==> src/rtl/imm_gen_if.sv <==
// Handshake and data bundle for the immediate-generator stage.
// slave  : the stage itself (consumes instructions, produces immediates)
// master : the environment around it (decode control upstream, execute downstream)
interface imm_gen_if;
   logic        in_valid;
   logic        in_ready;
   logic [31:0] in_instr;
   logic        in_imm_i;
   logic        in_imm_s;
   logic        in_imm_sb;
   logic        in_imm_u;
   logic        in_imm_uj;
   logic        flush;
   logic        out_valid;
   logic        out_ready;
   logic [31:0] out_instr;
   logic [31:0] out_imm;
   logic [2:0]  out_type;

   modport slave (
      input  in_valid, in_instr, in_imm_i, in_imm_s, in_imm_sb, in_imm_u, in_imm_uj,
      input  flush, out_ready,
      output in_ready, out_valid, out_instr, out_imm, out_type
   );

   modport master (
      output in_valid, in_instr, in_imm_i, in_imm_s, in_imm_sb, in_imm_u, in_imm_uj,
      output flush, out_ready,
      input  in_ready, out_valid, out_instr, out_imm, out_type
   );
endinterface

==> src/rtl/imm_gen_stage.sv <==
// Registered RV32I immediate generator with a two-entry (main + skid)
// output buffer. The immediate is assembled combinationally from the
// incoming instruction; only the finished instr/imm/type triple is stored.
// in_ready comes straight from a flop so out_ready never reaches it
// combinationally.
module imm_gen_stage (
   input  logic     clk,
   input  logic     rst_n,
   imm_gen_if.slave bus
);
   localparam logic [2:0] T_NONE = 3'd0;
   localparam logic [2:0] T_I    = 3'd1;
   localparam logic [2:0] T_S    = 3'd2;
   localparam logic [2:0] T_SB   = 3'd3;
   localparam logic [2:0] T_U    = 3'd4;
   localparam logic [2:0] T_UJ   = 3'd5;

   typedef enum logic [1:0] {EMPTY = 2'd0, ONE = 2'd1, FULL = 2'd2} state_t;

   state_t      state_q, state_d;
   logic        in_ready_q, in_ready_d;
   logic [31:0] main_instr_q, main_instr_d;
   logic [31:0] main_imm_q, main_imm_d;
   logic [2:0]  main_type_q, main_type_d;
   logic [31:0] skid_instr_q, skid_instr_d;
   logic [31:0] skid_imm_q, skid_imm_d;
   logic [2:0]  skid_type_q, skid_type_d;
   logic [31:0] asm_imm;
   logic [2:0]  asm_type;
   logic        accept;
   logic        drain;

   // Selects are not one-hot (AUIPC raises both I and U): fixed priority.
   function automatic logic [2:0] resolve_type(input logic i, input logic s, input logic sb,
                                               input logic u, input logic uj);
      logic [2:0] t;
      t = T_NONE;
      if (uj)      t = T_UJ;
      else if (u)  t = T_U;
      else if (sb) t = T_SB;
      else if (s)  t = T_S;
      else if (i)  t = T_I;
      return t;
   endfunction

   function automatic logic [31:0] build_imm(input logic [31:0] ins, input logic [2:0] t);
      logic [31:0] r;
      case (t)
         T_I:     r = {{20{ins[31]}}, ins[31:20]};
         T_S:     r = {{20{ins[31]}}, ins[31:25], ins[11:7]};
         T_SB:    r = {{19{ins[31]}}, ins[31], ins[7], ins[30:25], ins[11:8], 1'b0};
         T_U:     r = {ins[31:12], 12'b0};
         T_UJ:    r = {{11{ins[31]}}, ins[31], ins[19:12], ins[20], ins[30:21], 1'b0};
         default: r = 32'd0;
      endcase
      return r;
   endfunction

   // Flush discards the same-cycle input; drain only means something when main holds data.
   assign accept = bus.in_valid && in_ready_q && !bus.flush;
   assign drain  = (state_q != EMPTY) && bus.out_ready;

   // Assemble the immediate for the instruction currently offered.
   always_comb begin
      asm_type = resolve_type(bus.in_imm_i, bus.in_imm_s, bus.in_imm_sb,
                              bus.in_imm_u, bus.in_imm_uj);
      asm_imm  = build_imm(bus.in_instr, asm_type);
   end

   // Buffer next-state and entry movement; flush overrides everything.
   always_comb begin
      state_d      = state_q;
      main_instr_d = main_instr_q;
      main_imm_d   = main_imm_q;
      main_type_d  = main_type_q;
      skid_instr_d = skid_instr_q;
      skid_imm_d   = skid_imm_q;
      skid_type_d  = skid_type_q;
      if (bus.flush) begin
         state_d = EMPTY;
      end else begin
         case (state_q)
            EMPTY: begin
               if (accept) begin
                  main_instr_d = bus.in_instr;
                  main_imm_d   = asm_imm;
                  main_type_d  = asm_type;
                  state_d      = ONE;
               end
            end
            ONE: begin
               if (accept && drain) begin
                  main_instr_d = bus.in_instr;
                  main_imm_d   = asm_imm;
                  main_type_d  = asm_type;
               end else if (drain) begin
                  state_d = EMPTY;
               end else if (accept) begin
                  skid_instr_d = bus.in_instr;
                  skid_imm_d   = asm_imm;
                  skid_type_d  = asm_type;
                  state_d      = FULL;
               end
            end
            FULL: begin
               if (drain) begin
                  main_instr_d = skid_instr_q;
                  main_imm_d   = skid_imm_q;
                  main_type_d  = skid_type_q;
                  state_d      = ONE;
               end
            end
            default: state_d = EMPTY;
         endcase
      end
      in_ready_d = (state_d != FULL);
   end

   // State, ready and entry registers; reset leaves an empty, zeroed buffer.
   always_ff @(posedge clk or negedge rst_n) begin
      if (!rst_n) begin
         state_q      <= EMPTY;
         in_ready_q   <= 1'b1;
         main_instr_q <= 32'd0;
         main_imm_q   <= 32'd0;
         main_type_q  <= T_NONE;
         skid_instr_q <= 32'd0;
         skid_imm_q   <= 32'd0;
         skid_type_q  <= T_NONE;
      end else begin
         state_q      <= state_d;
         in_ready_q   <= in_ready_d;
         main_instr_q <= main_instr_d;
         main_imm_q   <= main_imm_d;
         main_type_q  <= main_type_d;
         skid_instr_q <= skid_instr_d;
         skid_imm_q   <= skid_imm_d;
         skid_type_q  <= skid_type_d;
      end
   end

   assign bus.in_ready  = in_ready_q;
   assign bus.out_valid = (state_q != EMPTY);
   assign bus.out_instr = main_instr_q;
   assign bus.out_imm   = main_imm_q;
   assign bus.out_type  = main_type_q;
endmodule

==> src/flat_wrapper.sv <==
// flat-port wrapper written by rule: the top's interface ports become plain ports
module imm_gen_stage_flat 
  (clk, rst_n, bus_in_valid, bus_in_instr, bus_in_imm_i, bus_in_imm_s, bus_in_imm_sb, bus_in_imm_u, bus_in_imm_uj, bus_flush, bus_out_ready, bus_in_ready, bus_out_valid, bus_out_instr, bus_out_imm, bus_out_type);
  imm_gen_if bus_i ();
  input  logic clk;
  input  logic rst_n;
  input wire logic [$bits(bus_i.in_valid)-1:0] bus_in_valid;
  input wire logic [$bits(bus_i.in_instr)-1:0] bus_in_instr;
  input wire logic [$bits(bus_i.in_imm_i)-1:0] bus_in_imm_i;
  input wire logic [$bits(bus_i.in_imm_s)-1:0] bus_in_imm_s;
  input wire logic [$bits(bus_i.in_imm_sb)-1:0] bus_in_imm_sb;
  input wire logic [$bits(bus_i.in_imm_u)-1:0] bus_in_imm_u;
  input wire logic [$bits(bus_i.in_imm_uj)-1:0] bus_in_imm_uj;
  input wire logic [$bits(bus_i.flush)-1:0] bus_flush;
  input wire logic [$bits(bus_i.out_ready)-1:0] bus_out_ready;
  output wire logic [$bits(bus_i.in_ready)-1:0] bus_in_ready;
  output wire logic [$bits(bus_i.out_valid)-1:0] bus_out_valid;
  output wire logic [$bits(bus_i.out_instr)-1:0] bus_out_instr;
  output wire logic [$bits(bus_i.out_imm)-1:0] bus_out_imm;
  output wire logic [$bits(bus_i.out_type)-1:0] bus_out_type;
  assign bus_i.in_valid = bus_in_valid;
  assign bus_i.in_instr = bus_in_instr;
  assign bus_i.in_imm_i = bus_in_imm_i;
  assign bus_i.in_imm_s = bus_in_imm_s;
  assign bus_i.in_imm_sb = bus_in_imm_sb;
  assign bus_i.in_imm_u = bus_in_imm_u;
  assign bus_i.in_imm_uj = bus_in_imm_uj;
  assign bus_i.flush = bus_flush;
  assign bus_i.out_ready = bus_out_ready;
  assign bus_in_ready = bus_i.in_ready;
  assign bus_out_valid = bus_i.out_valid;
  assign bus_out_instr = bus_i.out_instr;
  assign bus_out_imm = bus_i.out_imm;
  assign bus_out_type = bus_i.out_type;
  imm_gen_stage u_core (.clk(clk), .rst_n(rst_n), .bus(bus_i));
endmodule
==> config.mk <==
export PLATFORM = sky130hd
export DESIGN_NAME = imm_gen_stage_flat
export DESIGN_NICKNAME = d
export VERILOG_FILES = /design/src/rtl/imm_gen_if.sv /design/src/rtl/imm_gen_stage.sv /design/src/flat_wrapper.sv
export SDC_FILE = /design/constraint.sdc
export NUM_CORES = 1
export LEC_CHECK = 0
export ABC_AREA = 0
export CORE_ASPECT_RATIO = 0.9
export CORE_MARGIN = 5
export CORE_UTILIZATION = 47
export DETAILED_ROUTE_END_ITERATION = 10
export PLACE_DENSITY = 0.85
export SLEW_MARGIN = 20
export SYNTH_ARGS = -nofsm -noshare
export SYNTH_HDL_FRONTEND = slang
export SYNTH_SLANG_ARGS = --single-unit
==> constraint.sdc <==
create_clock -name clk -period 1.6 [get_ports clk]
set_clock_uncertainty 0.1 [all_clocks]
set_input_delay 0.32 -clock clk [delete_from_list [all_inputs] [get_ports clk]]
set_output_delay 0.32 -clock clk [all_outputs]
set_load 0.05 [all_outputs]
==> Yosys cells after proc, flatten, opt, wreduce, memory -nomap -nowiden <==
Index checks and enable logic that the tools add are counted.
{ "totals": {"ff_bits": 137, "latchBits": 0, "ramBits": 0, "rom_bits": 0, "in_bits": 42, "wordCells": 57, "n_memories": 0} }
{ "classes": {"n_addsub": 0, "multipliers": 0, "n_div": 0, "magnitude_cmp": 0, "n_eq_ne": 11, "shift": 0, "n_mux": 25, "bitwise": 3, "reduce_logical": 10} }
{ "ops": {"columns": ["cell", "count"], "rows": [
  ["$mux 32", 6],
  ["$pmux 32 s3", 2],
  ["$pmux 32 s5", 1],
  ["$mux 3", 7],
  ["$mux 2", 6],
  ["$reduce_and 5->1", 2],
  ["$pmux 3 s3", 1],
  ["$eq 3x2->1 const B", 2],
  ["$eq 3x3->1 const B", 2],
  ["$ne 2x1->1 const B", 3],
  ["$pmux 2 s3", 1],
  ["$logic_and 1x1->1", 4],
  ["$eq 3x1->1 const B", 1],
  ["$not 1->1", 3],
  ["$reduce_bool 3->1", 1],
  ["$eq 2x1->1 const B", 1],
  ["$eq 2x2->1 const B", 1],
  ["$logic_not 2->1", 1],
  ["$ne 2x2->1 const B", 1],
  ["$reduce_bool 2->1", 1],
  ["$logic_not 1->1", 1],
  ["$mux 1", 1]
]} }

==> Depth between registers and ports, before layout <==
{ "depth": {"ltp_word": 9, "depth_mapped": 7, "mapped_depth_nobuf": 4} }

==> Worst setup path before layout <==
No wires, ideal clock.
{ "synth_timing": {"path_kind": "register -> register", "startpoint": "register u_core.in_ready_q, in the netlist u_core.bus.in_ready", "endpoint": "register u_core.skid_imm_q[10]", "setup_ns": 0.121, "t_arrival_ns": 1.687, "required_time_ns": 1.379, "path_slack_ns": -0.308, "stages_incl_launch_ff": 6, "path_buffers": 2, "path_cell_list": "dfstp_2 nand3b_1 or3_1 buf_6 buf_6 a22o_1"} }
{ "synth_via": {"elab_chain_len": 5} }
{ "synth_lines": {"columns": ["item", "line", "rtl"], "rows": [
  ["from (decl)", "imm_gen_stage.sv:21", "logic in_ready_q, in_ready_d;"],
  ["from (signal assigned)", "imm_gen_stage.sv:132", "in_ready_q <= in_ready_d;"],
  ["$logic_and 1x1->1 (*) (2 in a row)", "imm_gen_stage.sv:60", "assign accept = bus.in_valid && in_ready_q && !bus.flush;"],
  ["$logic_and 1x1->1", "imm_gen_stage.sv:92", "if (accept && drain) begin"],
  ["$not 1->1 (no source line)", null, null],
  ["$reduce_and 5->1 (no source line) (*)", null, null],
  ["to (signal assigned)", "imm_gen_stage.sv:137", "skid_imm_q <= skid_imm_d;"],
  ["to (decl)", "imm_gen_stage.sv:26", "logic [31:0] skid_imm_q, skid_imm_d;"]
]} }
Every way passes the cells marked *; elsewhere a longest branch is shown, timed or not.
A chain may end at the register's enable or synchronous reset.

==> Worst setup path in the final report <==
{ "layout_timing": {"startpoint": "register u_core.in_ready_q, in the netlist u_core.bus.in_ready", "endpoint": "register u_core.main_type_q[1], in the netlist u_core.bus.out_type[1]"} }
{ "layout_via": {"elab_chain_len": 5} }
{ "layout_lines": {"columns": ["item", "line", "rtl"], "rows": [
  ["$logic_and 1x1->1 (*) (2 in a row)", "imm_gen_stage.sv:60", null],
  ["$logic_and 1x1->1", "imm_gen_stage.sv:92", null],
  ["$ne 2x1->1 (no source line)", null, null],
  ["$reduce_and 5->1 (no source line) (*)", null, null],
  ["to (signal assigned)", "imm_gen_stage.sv:135", "main_type_q <= main_type_d;"],
  ["to (decl)", "imm_gen_stage.sv:24", "logic [2:0] main_type_q, main_type_d;"]
]} }
Marked as above.

==> out/qor.csv <==
stage,metric,value,unit
pwr,p_switching,0.00493,W
pwr,netSwitchingFraction,35.9,%
placed_design,io_buffers,110,
finish,stdcell_count,1018,
sta,worst_slack,-0.303,ns
yosys,ys_warn_count,0,
worst_setup_path,end_kind,flop,
grt,grt_overflow_total,0,
pwr,clkPwrFrac,28.9,%
yosys,synth-edff-count,0,
cts,clk_pin_slew_worst_paths,0.07,ns
floorplan,num_rows,39,
worst_setup_path,critPathArrivalTime,2.13,ns
yosys,syn-num-nets,706,
yosys,synth_cell_types,49,
sta,min_period,1.90,ns
worst_setup_path,critPathMaxFanout,24,
yosys,yosysSeqAreaShare,56.6,%
sta,finalCritPeriodShare,119,%
pwr,seq_power_share,37.3,%
pwr,intPower,0.00878,W
yosys,ys_ff_latch,137,
finish,antenna_cells,0,
pwr,leakage,4.46,nW
sta,tightest_slew,0.526,ns
floorplan,coreArea,12700,um2
min_path,hp-class,in2reg,
sta,relSlewSlack,64.6,%
sta,drv_slew,0,
placed_design,place_congestion,0.870,
routing,viasPerCell,6.32,
cts,cts_made_buffers,17,
cts,htreeDepth,4,
grt,grt_pass1_vias,6186,
cts,cts_sinks,137,
routing,drc,0,
sta,hold-worst-slack,0.0753,ns
grt,track_usage,27.8,%
grt,grt_pass1_wl,33000,um
finish,final_cell_mix,"nand2_1, dfrtp_1, buf_12",
grt,grt_max_degree,43,
run_status,status,"complete, but fails checks",
job,drv_cap,0,
pwr,power_frac_comb,33.8,%
cts,clkLatencyLatePin,0.43,ns
pwr,powerDensity,1390,nW/um2
floorplan,die_h,118,um
cts,cts_tree,built,
finish,final_common_cell,nand2_1,
routing,dr_total_vias,6437,
yosys,synth_area_per_cell,9.13,um2
sta,fmax,0.525,GHz
yosys,synth_ff_type,dfrtp_1,
worst_setup_path,crit_required,1.83,ns
routing,drt-initial-drc-count,859,
yosys,synth-async-reset-ratio,100,%
finish,area_growth_syn_to_layout,62.6,%
floorplan,die_width,130,um
floorplan,dieArea,15300,um2
sta,rsz0062_at_grt,yes,
routing,wl_per_cell,23.9,um
cts,cts.path.max_buffers,2,
routing,first_pass_iters,6,
placed_design,dp_cells,952,
worst_setup_path,start_kind,flop,
routing,finalWirelength,24300,um
worst_setup_path,critical_path_class,reg2reg,
pwr,irDropWorstVdd,0.00100,V
finish,fin_nets,883,
sta,setup_viol,137,
sta,hold_violations,0,
run_status,violations,setup timing,
finish,drive_above_1_share,31.7,%
yosys,postSynthCellCount,664,
floorplan,initial_core_util,47.8,%
routing,ant_nets,0,
cts,cts_root_buf,clkbuf_16,
placed_design,dp_hpwl,12100,um
yosys,synth_area,6060,um2
floorplan,io_pins,111,
grt,antenna_found_initial,0,
per-stage QoR:
stage | area (um2) | setup WS (ns) | total power, W | util (%) | TNS [ns]
after global placement | 8400 | -0.558 | 0.00903 | 66.2 | -61.56
final | 9850 | -0.303 | 0.0137 | 77.7 | -19.64
after floorplan | 6140 | -0.302 | 0.00690 | - | -23.16
after CTS | 9420 | -0.149 | 0.0132 | 74.2 | -10.44
after detailed placement | 8400 | -0.675 | 0.00915 | 66.2 | -69.43
after global routing | 9850 | -0.348 | 0.0141 | 77.7 | -25.32
registers in the layout, summed over array words and instances, names as in the netlist:
signal,cells
u_core.bus.in_ready,1
u_core.bus.out_imm,32
u_core.bus.out_instr,32
u_core.bus.out_type,3
u_core.skid_imm_q,32
u_core.skid_instr_q,32
u_core.skid_type_q,3
u_core.state_q,2
metal layers:
layer  part of all wire (%)  GRT usage (%)
met3                    9.9           5.54
met2                     48           45.3
met5                      0              0
met1                     36           35.8
met4                    6.2           12.0
what timing repair did:
action	in CTS	in global routing
hold buffers	1	0
setup endpoints to repair	136	138
pin swaps	12	14
cloned	7	7
resized for setup	48	61
buffers inserted	10	12
hold endpoints to repair	30	0
cell usage after synthesis (all sizes together) (3+ instances only):
cell type / count / area (um2)
nor2b: 3 / 18.8
buf: 31 / 199
nor2: 66 / 263
clkbuf: 14 / 52.6
o2bb2ai: 10 / 87.6
nand2b: 3 / 18.8
a221oi: 8 / 82.6
inv: 4 / 15.0
a21boi: 6 / 45.0
a31o: 3 / 26.3
a21oi: 28 / 140
o31ai: 6 / 45.0
dfrtp: 136 / 3400
a22o: 6 / 52.6
a31oi: 37 / 268
nand2: 227 / 852
o21ai: 49 / 245
worst paths after layout:
kind	start	to	slack, ns	cells past startpoint
hold / removal	bus_flush	u_core.state_q[0]	0.08	2
min in group asynchronous	rst_n	u_core.skid_imm_q[4]	0.28	2
max in group asynchronous	rst_n	u_core.skid_imm_q[26]	0.57	3
setup / recovery	u_core.bus.in_ready	u_core.bus.out_type[1]	-0.30	6
hold reg to reg	u_core.skid_instr_q[4]	u_core.skid_instr_q[4]	0.37	2
setup reg to reg	u_core.bus.in_ready	u_core.bus.out_type[1]	-0.30	6
worst max-delay path, cell delays in order (launching register included):
cell	delay (ns)
dfstp_2	0.52
buf_4	0.12
and3b_2	0.26
a31o_4	0.28
buf_12	0.21
nor2_1	0.07
a31oi_1	0.23
cells by family (layout without fill, tap and decap cells):
logic type | Yosys count | count (layout) | synth area share [%]
muxes | 2 | 2 | 0.351
AOI/OAI and AO/OA | 163 | 164 | 17.8
buffers and inverters | 49 | 237 | 4.40
xor gates and xnor gates | 1 | 1 | 0.145
and+or+nand+nor | 312 | 313 | 20.7
DFF | 137 | 137 | 56.6
layout make-up:
type | instances | area, um2
Fill cell | 683 | 2830
Multi-Input combinational cell | 480 | 2700
Sequential cell | 137 | 3430
Tap cell | 164 | 205
Clock inverter | 14 | 146
Clock buffer | 18 | 439
Inverter | 4 | 15.0
Timing Repair Buffer | 201 | 2920
power groups by stage:
| stage | Clock, W | Sequential (W) | Combinational [W] |
|---|---|---|---|
| final | 0.00396 | 0.00511 | 0.00464 |
| after CTS | 0.00394 | 0.00498 | 0.00431 |
| after detailed placement | 0 | 0.00500 | 0.00415 |
| after global routing | 0.00411 | 0.00516 | 0.00484 |
| after floorplan | 0 | 0.00589 | 0.00101 |
| after global placement | 0 | 0.00497 | 0.00406 |
(Power assumes the default switching activity.)
